$ cat src/rtl/matrix_pkg.sv
// Shared constants, error codes and parser state encoding for the UART matrix loader.
package matrix_pkg;
  localparam int         MAX_DIM     = 5;
  localparam logic [7:0] FRAME_HDR   = 8'hA5;
  localparam logic [1:0] ERR_FRAME   = 2'd0;
  localparam logic [1:0] ERR_DIM     = 2'd1;
  localparam logic [1:0] ERR_CHK     = 2'd2;
  localparam logic [1:0] ERR_TIMEOUT = 2'd3;

  typedef enum logic [2:0] {P_IDLE, P_ROWS, P_COLS, P_DATA, P_CHK} parser_state_t;

  function automatic logic dim_ok(input logic [7:0] d, input int max_dim);
    return (d != 8'd0) && (int'(d) <= max_dim);
  endfunction
endpackage

$ cat src/rtl/uart_matrix_loader_if.sv
// Matrix store write port plus load status toward the controller.
interface uart_matrix_loader_if;
  logic       mat_we;
  logic [4:0] mat_waddr;
  logic [7:0] mat_wdata;
  logic [2:0] mat_rows;
  logic [2:0] mat_cols;
  logic       load_done;
  logic       load_err;
  logic [1:0] err_code;
  logic       busy;

  modport master (output mat_we, mat_waddr, mat_wdata, mat_rows, mat_cols,
                         load_done, load_err, err_code, busy);
  modport slave  (input  mat_we, mat_waddr, mat_wdata, mat_rows, mat_cols,
                         load_done, load_err, err_code, busy);
endinterface

$ cat src/rtl/uart_rx_byte.sv
// 8N1 byte receiver: 2-flop synchronizer, mid-bit sampling, stop-bit check.
module uart_rx_byte #(
  parameter int CLKS_PER_BIT = 868
) (
  input  logic       clk,
  input  logic       rst,
  input  logic       rx,
  output logic       byte_valid,
  output logic [7:0] byte_data,
  output logic       frame_err
);
  localparam int            CW   = $clog2(CLKS_PER_BIT + 1);
  localparam logic [CW-1:0] FULL = CW'(CLKS_PER_BIT - 1);
  localparam logic [CW-1:0] HALF = CW'(CLKS_PER_BIT / 2 - 1);

  typedef enum logic [1:0] {R_IDLE, R_START, R_DATA, R_STOP} rx_state_t;

  rx_state_t     state;
  logic          rx_s1, rx_s2, rx_d;
  logic [CW-1:0] cnt;
  logic [2:0]    bit_idx;
  logic [7:0]    shreg;

  always_ff @(posedge clk) begin
    if (rst) begin
      state      <= R_IDLE;
      rx_s1      <= 1'b1;
      rx_s2      <= 1'b1;
      rx_d       <= 1'b1;
      cnt        <= '0;
      bit_idx    <= '0;
      shreg      <= '0;
      byte_valid <= 1'b0;
      byte_data  <= '0;
      frame_err  <= 1'b0;
    end else begin
      rx_s1      <= rx;
      rx_s2      <= rx_s1;
      rx_d       <= rx_s2;
      byte_valid <= 1'b0;
      frame_err  <= 1'b0;
      case (state)
        R_IDLE: if (rx_d && !rx_s2) begin
          state <= R_START;
          cnt   <= '0;
        end
        // a start bit that is high again at half-bit was a glitch
        R_START: if (cnt == HALF) begin
          cnt     <= '0;
          bit_idx <= '0;
          state   <= rx_s2 ? R_IDLE : R_DATA;
        end else cnt <= cnt + 1'b1;
        R_DATA: if (cnt == FULL) begin
          cnt     <= '0;
          shreg   <= {rx_s2, shreg[7:1]};
          bit_idx <= bit_idx + 3'd1;
          if (bit_idx == 3'd7) state <= R_STOP;
        end else cnt <= cnt + 1'b1;
        R_STOP: if (cnt == FULL) begin
          cnt   <= '0;
          state <= R_IDLE;
          if (rx_s2) begin
            byte_valid <= 1'b1;
            byte_data  <= shreg;
          end else frame_err <= 1'b1;
        end else cnt <= cnt + 1'b1;
        default: state <= R_IDLE;
      endcase
    end
  end
endmodule

$ cat src/rtl/uart_matrix_loader.sv
// Parses A5/rows/cols/elements/checksum frames from the UART into row-major matrix writes.
module uart_matrix_loader #(
  parameter int CLK_FREQ    = 100_000_000,
  parameter int BAUD        = 115200,
  parameter int MAX_DIM     = matrix_pkg::MAX_DIM,
  parameter int ELEM_W      = 8,
  parameter int TIMEOUT_CYC = 10_000_000
) (
  input  logic clk,
  input  logic rst,
  input  logic uart_rx,
  input  logic enable,
  uart_matrix_loader_if.master mat
);
  import matrix_pkg::*;

  localparam int CLKS_PER_BIT = CLK_FREQ / BAUD;
  localparam int TW           = $clog2(TIMEOUT_CYC + 1);

  logic              byte_valid, frame_err;
  logic [7:0]        byte_data;
  parser_state_t     state;
  logic [2:0]        rows_l, cols_l;
  logic [4:0]        count, idx;
  logic [ELEM_W-1:0] chk;
  logic [TW-1:0]     gap_cnt;
  logic              timeout;

  uart_rx_byte #(.CLKS_PER_BIT(CLKS_PER_BIT)) u_rx (
    .clk        (clk),
    .rst        (rst),
    .rx         (uart_rx),
    .byte_valid (byte_valid),
    .byte_data  (byte_data),
    .frame_err  (frame_err)
  );

  assign timeout  = (state != P_IDLE) && (gap_cnt == TW'(TIMEOUT_CYC - 1));
  assign mat.busy = (state != P_IDLE);

  always_ff @(posedge clk) begin
    if (rst) begin
      state         <= P_IDLE;
      rows_l        <= '0;
      cols_l        <= '0;
      count         <= '0;
      idx           <= '0;
      chk           <= '0;
      gap_cnt       <= '0;
      mat.mat_we    <= 1'b0;
      mat.mat_waddr <= '0;
      mat.mat_wdata <= '0;
      mat.mat_rows  <= '0;
      mat.mat_cols  <= '0;
      mat.load_done <= 1'b0;
      mat.load_err  <= 1'b0;
      mat.err_code  <= '0;
    end else begin
      mat.mat_we    <= 1'b0;
      mat.load_done <= 1'b0;
      mat.load_err  <= 1'b0;
      gap_cnt       <= (byte_valid || state == P_IDLE) ? '0 : gap_cnt + 1'b1;
      // abort sources in priority order, ahead of normal byte handling
      if (!enable) begin
        state <= P_IDLE;
      end else if (frame_err && state != P_IDLE) begin
        state        <= P_IDLE;
        mat.load_err <= 1'b1;
        mat.err_code <= ERR_FRAME;
      end else if (timeout) begin
        state        <= P_IDLE;
        mat.load_err <= 1'b1;
        mat.err_code <= ERR_TIMEOUT;
      end else if (byte_valid) begin
        case (state)
          P_IDLE: if (byte_data == FRAME_HDR) state <= P_ROWS;
          P_ROWS: if (!dim_ok(byte_data, MAX_DIM)) begin
            state        <= P_IDLE;
            mat.load_err <= 1'b1;
            mat.err_code <= ERR_DIM;
          end else begin
            rows_l <= byte_data[2:0];
            chk    <= byte_data;
            state  <= P_COLS;
          end
          P_COLS: if (!dim_ok(byte_data, MAX_DIM)) begin
            state        <= P_IDLE;
            mat.load_err <= 1'b1;
            mat.err_code <= ERR_DIM;
          end else begin
            cols_l <= byte_data[2:0];
            count  <= {2'b00, rows_l} * {2'b00, byte_data[2:0]};
            idx    <= '0;
            chk    <= chk ^ byte_data;
            state  <= P_DATA;
          end
          P_DATA: begin
            mat.mat_we    <= 1'b1;
            mat.mat_waddr <= idx;
            mat.mat_wdata <= byte_data;
            chk           <= chk ^ byte_data;
            idx           <= idx + 5'd1;
            if (idx == count - 5'd1) state <= P_CHK;
          end
          P_CHK: begin
            state <= P_IDLE;
            if (byte_data == chk) begin
              mat.mat_rows  <= rows_l;
              mat.mat_cols  <= cols_l;
              mat.load_done <= 1'b1;
            end else begin
              mat.load_err <= 1'b1;
              mat.err_code <= ERR_CHK;
            end
          end
          default: state <= P_IDLE;
        endcase
      end
    end
  end
endmodule
$ cat src/flat_wrapper.sv
// flat-port wrapper written by rule: the top's interface ports become plain ports
module uart_matrix_loader_flat import matrix_pkg::*;
#(
  parameter int CLK_FREQ    = 100_000_000,
  parameter int BAUD        = 115200,
  parameter int MAX_DIM     = matrix_pkg::MAX_DIM,
  parameter int ELEM_W      = 8,
  parameter int TIMEOUT_CYC = 10_000_000
)
  (clk, rst, uart_rx, enable, mat_mat_we, mat_mat_waddr, mat_mat_wdata, mat_mat_rows, mat_mat_cols, mat_load_done, mat_load_err, mat_err_code, mat_busy);
  uart_matrix_loader_if mat_i ();
  input  logic clk;
  input  logic rst;
  input  logic uart_rx;
  input  logic enable;
  output wire logic [$bits(mat_i.mat_we)-1:0] mat_mat_we;
  output wire logic [$bits(mat_i.mat_waddr)-1:0] mat_mat_waddr;
  output wire logic [$bits(mat_i.mat_wdata)-1:0] mat_mat_wdata;
  output wire logic [$bits(mat_i.mat_rows)-1:0] mat_mat_rows;
  output wire logic [$bits(mat_i.mat_cols)-1:0] mat_mat_cols;
  output wire logic [$bits(mat_i.load_done)-1:0] mat_load_done;
  output wire logic [$bits(mat_i.load_err)-1:0] mat_load_err;
  output wire logic [$bits(mat_i.err_code)-1:0] mat_err_code;
  output wire logic [$bits(mat_i.busy)-1:0] mat_busy;
  assign mat_mat_we = mat_i.mat_we;
  assign mat_mat_waddr = mat_i.mat_waddr;
  assign mat_mat_wdata = mat_i.mat_wdata;
  assign mat_mat_rows = mat_i.mat_rows;
  assign mat_mat_cols = mat_i.mat_cols;
  assign mat_load_done = mat_i.load_done;
  assign mat_load_err = mat_i.load_err;
  assign mat_err_code = mat_i.err_code;
  assign mat_busy = mat_i.busy;
  uart_matrix_loader #(.CLK_FREQ(CLK_FREQ), .BAUD(BAUD), .MAX_DIM(MAX_DIM), .ELEM_W(ELEM_W), .TIMEOUT_CYC(TIMEOUT_CYC)) u_core (.clk(clk), .rst(rst), .uart_rx(uart_rx), .enable(enable), .mat(mat_i));
endmodule
$ cat config.mk
export PLATFORM = sky130hd
export DESIGN_NAME = uart_matrix_loader_flat
export DESIGN_NICKNAME = d
export VERILOG_FILES = /design/src/rtl/matrix_pkg.sv /design/src/rtl/uart_matrix_loader_if.sv /design/src/rtl/uart_rx_byte.sv /design/src/rtl/uart_matrix_loader.sv /design/src/flat_wrapper.sv
export SDC_FILE = /design/constraint.sdc
export NUM_CORES = 1
export LEC_CHECK = 0
export CAP_MARGIN = 20
export CORE_MARGIN = 10
export CORE_UTILIZATION = 40
export DETAILED_ROUTE_END_ITERATION = 7
export GPL_TIMING_DRIVEN = 0
export HOLD_SLACK_MARGIN = 0.05
export SLEW_MARGIN = 0
export SYNTH_ARGS = -nofsm -noshare
export SYNTH_HDL_FRONTEND = slang
export SYNTH_SLANG_ARGS = --single-unit
$ cat constraint.sdc
create_clock -name clk -period 5.2 [get_ports clk]
set_clock_uncertainty 0.15 [all_clocks]
set_input_delay 1.04 -clock clk [delete_from_list [all_inputs] [get_ports clk]]
set_output_delay 1.04 -clock clk [all_outputs]
set_load 0.02 [all_outputs]
==> reports/results.ini, run 1 <==
[outcome]
status = finished clean

[cts]
ctsResizeCount = 0
cts.sinks = 111
tritoncts = yes
ctsRootBufferMaster = clkbuf_16
clock_latency_ns = 0.36
cts_buffers = 9
ctsHoldBuffers = 0
clock_path_buffers = 2
clk_pin_slew_worst_paths_ns = 0.07
htreeDepth = 3
cts_setup_buffers = 0

[placed_design]
io_buffers = 28
globalplace.congestion = 0.889
dp_hpwl_um = 10700

[pwr]
p_total_w = 0.00155
ir_drop_v = 0.000161
powerDensity_nw_per_um2 = 246
leakagePower_nw = 2.01

[run]
maxCapViolations = 0

[detailed_routing]
first_iter_violations = 290
viasPerCell = 5.73
routedWlPerCell_um = 16.8
drc = 0
firstDrtPassIters = 5
drtAntennaViolNets = 0
drt-total-wl_um = 14800
vias = 5056

[grt]
antenna_found_initial = 0
overflow = 0
grt_pass1_vias = 4838
grt_first_pass_wirelength_um = 24100
grt_usage_pct = 15.7
grt_max_degree = 18

[synth]
synth_warnings = 0
synth_seq_cells = 111
synthArstFlopShare_pct = 0
avgSynthCellArea_um2 = 8.36
seq_area_frac_synth_pct = 40.2
netlist.area_leader.share_pct = 40.2
yosysTopAreaCell = dfxtp_1
ys_dominant_reg_cell = dfxtp_1
synth.area.top_cells = dfxtp_1, a21oi_1, nand2_1, xnor2_1, nand4_1
synth_edf_count = 0
syn_inst = 662
syn-cell-area_um2 = 5530
synth_nets = 678
yosys.cell_types.count = 68

[critical_path]
reg2regPathDepth = 9
ff2ff_setup_slack_ns = 1.87
slowest_stage = fa_1
critPathKind = reg -> reg
crit_path_start_kind = flop
cp_data_arrival_time_ns = 3.46
cp_top_family = adder cells
crit_fanout = 10
r2r-start = u_core.u_rx.byte_data[2]
crit_chain = clkbuf_1 -> nand2_1 -> fa_1 -> inv_1 -> ha_1 -> inv_1 -> fa_1 -> or4_1 -> a21oi_1
r2r-end = u_core.count[3]
crit_required_ns = 5.33
path_buf_inv = 3
crit_path_end_kind = flop
cp_slowest_stage_delay_ns = 0.56

[timing]
max_slew_margin_pct = 52.7
final_max_slew_viol_count = 0
max_freq_mhz = 300
min_period_ns = 3.33
report.final.setup_viol = 0
fin_setup_tns_ns = 0
post-route-period-util_pct = 64.1
hold_violations = 0
grt_setup_unrepaired = no
worstMarginPinSlew_ns = 0.709

[min_path]
hold_depth = 1
hp-start = u_core.u_rx.rx_s1
holdPathEnd = u_core.u_rx.rx_s2
hold_path_class = reg -> reg

[die]
coreArea_um2 = 13400
dieArea_um2 = 18900
design.portCount = 29
start_util_pct = 41.3
die_y_um = 138
core.rowCount = 42
die_w_um = 138

[final_layout]
antennaDiodeCount = 0
fillCellCount = 1326
fin_nets = 717
area.growth.synth_to_final_pct = 14.0
final_layout_size_suffix_gt1_share_pct = 6.09
final_cell_mix = dfxtp_1, nand2_1, a21oi_1
final_common_cell = dfxtp_1

-- report_power, final --
| group | switching [W] | total (W) | internal (W) |
|---|---|---|---|
| clock network | 0.000315 | 0.000653 | 0.000338 |
| logic | 0.0000298 | 0.0000429 | 0.0000131 |
| registers | 0.00000425 | 0.000857 | 0.000852 |
-- per-stage QoR --
stage	util (%)	hold WS, ns	instance area, µm²	cells	setup WS [ns]
detailed placement	45.0	0.252	6030	866	1.72
CTS	47.1	0.273	6310	882	1.90
global route	47.1	0.284	6310	882	1.76
global placement	45.0	0.258	6030	866	1.75
finish	47.1	0.273	6310	882	1.87
floorplan	-	0.239	5530	662	2.35
-- registers in the layout (all words and copies together) (netlist names), 2 cells and up, named ones only --
name / flops
u_core.u_rx.byte_data: 8
u_core.mat.err_code: 2
u_core.idx: 5
u_core.u_rx.shreg: 8
u_core.gap_cnt: 24
u_core.mat.mat_rows: 3
u_core.u_rx.cnt: 10
u_core.state: 3
u_core.mat.mat_wdata: 8
u_core.rows_l: 3
u_core.u_rx.bit_idx: 3
u_core.cols_l: 3
u_core.count: 5
u_core.chk: 8
u_core.mat.mat_waddr: 5
u_core.mat.mat_cols: 3
-- synth_stat cells (all sizes together), types with 3 or more instances --
cell type,n
nand3b,3
a22o,3
nor3b,3
or2,3
a211oi,3
a221oi,5
nand2,67
nor4,9
nor2,58
buf,13
and4,6
ha,10
xor2,12
a21oi,63
a31oi,12
and3,11
a21boi,3
and2,12
nand2b,4
nand4b,4
a21o,4
o21ai,21
nor4b,5
nor3,14
clkbuf,27
o31ai,23
inv,18
mux2i,6
xnor2,26
dfxtp,111
or3,5
or4,4
nand3,31
nand4,35
-- cells by family after synthesis --
| kind of cell | after synthesis | share of synthesized area [%] |
|---|---|---|
| and+or+nand+nor | 283 | 27.6 |
| AOI/OAI and AO/OA | 154 | 17.8 |
| DFF | 111 | 40.2 |
| buffers and inverters | 58 | 4.43 |
| xor gates and xnor gates | 38 | 6.01 |
| adders and majority gates | 12 | 2.98 |
| muxes | 6 | 1.09 |
-- worst max-delay path by stage --
stage | from | to | slack [ns] | cells after the start
after detailed placement | enable | u_core.chk[7] | 1.72 | 6
final | u_core.u_rx.byte_data[2] | u_core.count[3] | 1.87 | 9
after CTS | u_core.u_rx.byte_data[2] | u_core.count[3] | 1.90 | 9
after floorplan | u_core.u_rx.byte_data[2] | u_core.count[3] | 2.35 | 9
after global placement | rst | u_core.u_rx.cnt[1] | 1.75 | 5
after global routing | u_core.u_rx.byte_data[2] | u_core.count[3] | 1.76 | 9
-- area by class of cell --
| class | count | area (µm²) | share of cell area (%) |
|---|---|---|---|
| Tap cell | 176 | 220 | 3.49 |
| Inverter | 18 | 67.6 | 1.07 |
| Clock buffer | 11 | 243 | 3.85 |
| Buffer | 40 | 178 | 2.82 |
| Timing Repair Buffer | 28 | 280 | 4.44 |
| Multi-Input combinational cell | 493 | 3070 | 48.6 |
| Clock inverter | 5 | 33.8 | 0.535 |
| Sequential cell | 111 | 2220 | 35.2 |
-- per-layer routing --
metal	share of wire, %	routed length, µm	vias up	track usage [%]
met4	1.9	280	0	5.15
met2	48	7180	129	27.1
met1	45	6650	2420	18.8
met5	0	0	-	0
li1	-	-	2485	-
met3	4.9	721	22	3.50
Note: power is estimated with default switching activity, not from simulation.
==> run 2: changes to the inputs <==
==> constraint.sdc (replaced) <==
create_clock -name clk -period 2.85 [get_ports clk]
set_clock_uncertainty 0.15 [all_clocks]
set_input_delay 0.57 -clock clk [delete_from_list [all_inputs] [get_ports clk]]
set_output_delay 0.57 -clock clk [all_outputs]
set_load 0.02 [all_outputs]
==> reports/results.ini, run 2 (synthesis results as in run 1) <==
[final_layout]
top_regs = u_core.gap_cnt (24), u_core.u_rx.cnt (10)
final_cells = 883
largest_reg_flops = 24
final_layout_size_suffix_gt1_share_pct = 7.07
fillCellCount = 1302
final_cell_mix = dfxtp_1, nand2_1, a21oi_1
fin_nets = 718
antennaDiodeCount = 0
final_common_cell = dfxtp_1
area.growth.synth_to_final_pct = 15.4
regMostFlops = u_core.gap_cnt
fin_util_pct = 47.7

[detailed_routing]
drtAntennaViolNets = 0
vias = 5036
drt-total-wl_um = 14700
firstDrtPassIters = 5
viasPerCell = 5.70
drc = 0
first_iter_violations = 323
routedWlPerCell_um = 16.7

[run]
maxCapViolations = 0

[pwr]
ir_drop_v = 0.000266
leakagePower_nw = 2.05
powerDensity_nw_per_um2 = 458

[timing]
max_freq_mhz = 363
grt_setup_unrepaired = no
min_period_ns = 2.76
fin_ws_ns = 0.0916
report.final.setup_viol = 0
final_max_slew_viol_count = 0
hold_violations = 0
hold_slack_ns = 0.273
worstMarginPinSlew_ns = 0.722
post-route-period-util_pct = 96.8
max_slew_margin_pct = 51.9

[cts]
ctsRootBufferMaster = clkbuf_16
clock_path_buffers = 2
clock_latency_ns = 0.37
ctsHoldBuffers = 0
cts_buffers = 9
tritoncts = yes
clk_pin_slew_worst_paths_ns = 0.07
cts.sinks = 111
htreeDepth = 3

[critical_path]
slowest_stage = fa_1
crit_path_start_kind = flop
cp_slowest_stage_delay_ns = 0.54
cp_data_arrival_time_ns = 2.89
critPathKind = reg -> reg
crit_required_ns = 2.98
crit_fanout = 10
crit_path_end_kind = flop
path_buf_inv = 3
crit_chain = clkbuf_16 -> nand2_1 -> fa_1 -> inv_1 -> ha_1 -> inv_1 -> fa_1 -> or4_1 -> a21oi_1
cp_top_family = adder cells

[outcome]
status = finished clean

[placed_design]
globalplace.congestion = 0.882
dp_hpwl_um = 10700
place_inst = 866
dp_slack_ns = -0.413
io_buffers = 28

[die]
core.rowCount = 42
die_w_um = 138
coreArea_um2 = 13400
design.portCount = 29
start_util_pct = 41.3
dieArea_um2 = 18900
die_y_um = 138

[grt]
overflow = 0
grt_usage_pct = 15.7
grt_first_pass_wirelength_um = 23900
grt_pass1_vias = 4705
grt_max_degree = 18
antenna_found_initial = 0

[min_path]
hold_path_class = reg -> reg

## run 2: cell count changes in the layout (fill, tap and decap cells not counted), sizes merged
cell and delta:
clkbuf -1, bufinv +1, clkinvlp -2, clkinv +1
buf +2
## run 2: final timing paths
check | slack, ns | from | to | depth (start not counted)
worst max-delay path | 0.09 | u_core.u_rx.byte_data[2] | u_core.count[3] | 9
worst min-delay path | 0.27 | u_core.u_rx.rx_s1 | u_core.u_rx.rx_s2 | 1
worst max register to register | 0.09 | u_core.u_rx.byte_data[2] | u_core.count[3] | 9
worst min register to register | 0.27 | u_core.u_rx.rx_s1 | u_core.u_rx.rx_s2 | 1
## run 2: through the flow
| stage | total power (W) | setup TNS [ns] | instance area, µm² |
|---|---|---|---|
| floorplan | 0.00164 | 0 | 5540 |
| global placement | 0.00168 | -2.17 | 6040 |
| detailed placement | 0.00168 | -2.23 | 6040 |
| CTS | 0.00295 | 0 | 6380 |
| global route | 0.00302 | 0 | 6390 |
| finish | 0.00292 | 0 | 6390 |
## run 2: layout make-up
type                    count  area, µm²  share of cell area, %
clock buffers              11        243                   3.80
inverters                  18       67.6                   1.06
clock inverters             5       57.6                  0.901
flip-flops and latches    111       2230                   34.9
plain buffers              39        205                   3.21
multi-input cells         493       3070                   48.0
well taps                 176        220                   3.45
repair buffers             30        295                   4.62
## run 2: layer usage
layer  vias up  track usage [%]  wire [µm]
li1       2489                -          -
met1      2399             19.0       6610
met2       124             26.3       7090
met3        24             2.37        640
met4         0             7.79        408
met5         -                0          0
## run 2: repair_timing
action | 4_1_cts | 5_1_grt
setup endpoints to repair | 2 | 2
buffers inserted | 0 | 2
pin swaps | 0 | 1
gates resized for setup | 12 | 2
## run 2: where the power goes
group	internal [W]	switching, W	leakage [nW]
clock network	0.000707	0.000579	0.149
logic	0.0000240	0.0000537	1.01
registers	0.00155	0.00000752	0.897
## run 2: worst reg2reg max path: cells and delay by family, from the launching register on
| kind | cells | cell delay (ns) |
|---|---|---|
| AO/OA/AOI/OAI | 1 | 0.14 |
| buffers and inverters | 3 | 0.26 |
| AND/OR/NAND/NOR | 2 | 0.62 |
| flip-flops | 1 | 0.37 |
| adder cells (fa/ha/maj) | 3 | 1.14 |
==> run 3: changes to the inputs <==
--- a/config.mk
+++ b/config.mk
@@ -7,10 +7,11 @@
 export LEC_CHECK = 0
 export CAP_MARGIN = 20
 export CORE_MARGIN = 10
-export CORE_UTILIZATION = 40
+export CORE_UTILIZATION = 45
 export DETAILED_ROUTE_END_ITERATION = 7
 export GPL_TIMING_DRIVEN = 0
 export HOLD_SLACK_MARGIN = 0.05
+export PLACE_DENSITY = 0.65
 export SLEW_MARGIN = 0
 export SYNTH_ARGS = -nofsm -noshare
 export SYNTH_HDL_FRONTEND = slang
==> reports/results.ini, run 3 (synthesis results as in run 1) <==
[outcome]
status = finished clean

[timing]
post-route-period-util_pct = 97.4
min_period_ns = 2.78
grt_setup_unrepaired = no
worstMarginPinSlew_ns = 0.734
hold_violations = 0
max_slew_margin_pct = 50.8
final_max_slew_viol_count = 0
max_freq_mhz = 360
report.final.setup_viol = 0

[final_layout]
regMostFlops = u_core.gap_cnt
final_common_cell = dfxtp_1
antennaDiodeCount = 0
largest_reg_flops = 24
final_layout_size_suffix_gt1_share_pct = 6.52
final_cells = 853
fin_nets = 717
multi_input_area_um2 = 3070
regArea_um2 = 2230
top_regs = u_core.gap_cnt (24), u_core.u_rx.cnt (10)
final_cell_mix = dfxtp_1, nand2_1, a21oi_1
fillCellCount = 1195
area.growth.synth_to_final_pct = 14.2

[critical_path]
cp_data_arrival_time_ns = 2.91
crit_path_start_kind = flop
reg2regPathDepth = 9
crit_fanout = 10
crit_required_ns = 2.98
critPathKind = reg -> reg
crit_path_end_kind = flop

[grt]
grt_pass1_vias = 4752
grt_usage_pct = 17.1
grt_max_degree = 17
grt_first_pass_wirelength_um = 23600
antenna_found_initial = 0
overflow = 0

[cts]
cts.sinks = 111
clock_latency_ns = 0.35
ctsHoldBuffers = 0
clk_pin_slew_worst_paths_ns = 0.08
ctsRootBufferMaster = clkbuf_16
tritoncts = yes
cts_setup_buffers = 0
clock_path_buffers = 2
htreeDepth = 3
cts_buffers = 9

[placed_design]
globalplace.congestion = 0.863
io_buffers = 28
place_inst = 837
dp_hpwl_um = 10500

[pwr]
p_total_w = 0.00291
powerDensity_nw_per_um2 = 460
ir_drop_v = 0.000227
leakagePower_nw = 2.03

[die]
core.rowCount = 40
dieArea_um2 = 17100
die_y_um = 131
start_util_pct = 46.1
die_w_um = 131
design.portCount = 29
coreArea_um2 = 12000

[detailed_routing]
first_iter_violations = 314
drt-total-wl_um = 14200
vias = 5037
routedWlPerCell_um = 16.7
firstDrtPassIters = 5
viasPerCell = 5.91
drtAntennaViolNets = 0
drc = 0

[run]
maxCapViolations = 0

[min_path]
hold_depth = 1
hold_path_class = reg -> reg

[run 3: layer usage]
layer	share of wire, %	track usage [%]
met5	0	0
met4	1.8	6.74
met3	3.9	2.58
met2	49	29.2
met1	45	21.1
[run 3: layout make-up]
type | instances | area share [%]
flip-flops and latches | 111 | 35.3
well taps | 147 | 2.91
clock inverters | 3 | 0.673
plain buffers | 40 | 3.15
repair buffers | 28 | 4.44
clock buffers | 13 | 3.96
inverters | 18 | 1.07
multi-input cells | 493 | 48.5
[run 3: timing repair]
item | in CTS | in global routing
endpoints found under the setup margin | 2 | 1
resized for setup | 7 | 5
endpoints found under the hold margin | 0 | 0
pin swaps | 0 | 0
[run 3: worst paths after layout]
kind	endpoint	start	slack, ns
max	u_core.count[3]	u_core.u_rx.byte_data[2]	0.07
max reg2reg	u_core.count[3]	u_core.u_rx.byte_data[2]	0.07
min	u_core.u_rx.rx_s2	u_core.u_rx.rx_s1	0.28
min reg2reg	u_core.u_rx.rx_s2	u_core.u_rx.rx_s1	0.28
[run 3: metrics by stage]
step | worst slack [ns] | setup TNS, ns | hold WS, ns | util (%) | area [µm²]
3_5_place_dp | -0.269 | -2.48 | 0.269 | 49.9 | 6000
6_report | 0.0743 | 0 | 0.285 | 52.6 | 6320
4_1_cts | 0.0286 | 0 | 0.293 | 52.5 | 6310
3_3_place_gp | -0.229 | -1.71 | 0.266 | 49.9 | 6000
5_1_grt | 0.00604 | 0 | 0.321 | 52.6 | 6320
2_1_floorplan | 0.0550 | 0 | 0.239 | - | 5540
[run 3: worst max-delay path: stages (launching register included)]
cell	delay [ns]
dfxtp_4	0.40
clkbuf_8	0.19
nand2_1	0.08
fa_1	0.54
inv_1	0.04
ha_1	0.18
inv_1	0.06
fa_1	0.40
or4_1	0.53
a21oi_1	0.14
[run 3: where the power goes]
part,internal (W),total (W),switching (W)
clock,0.000706,0.00127,0.000564
sequential,0.00155,0.00156,0.00000721
combinational,0.0000240,0.0000755,0.0000516
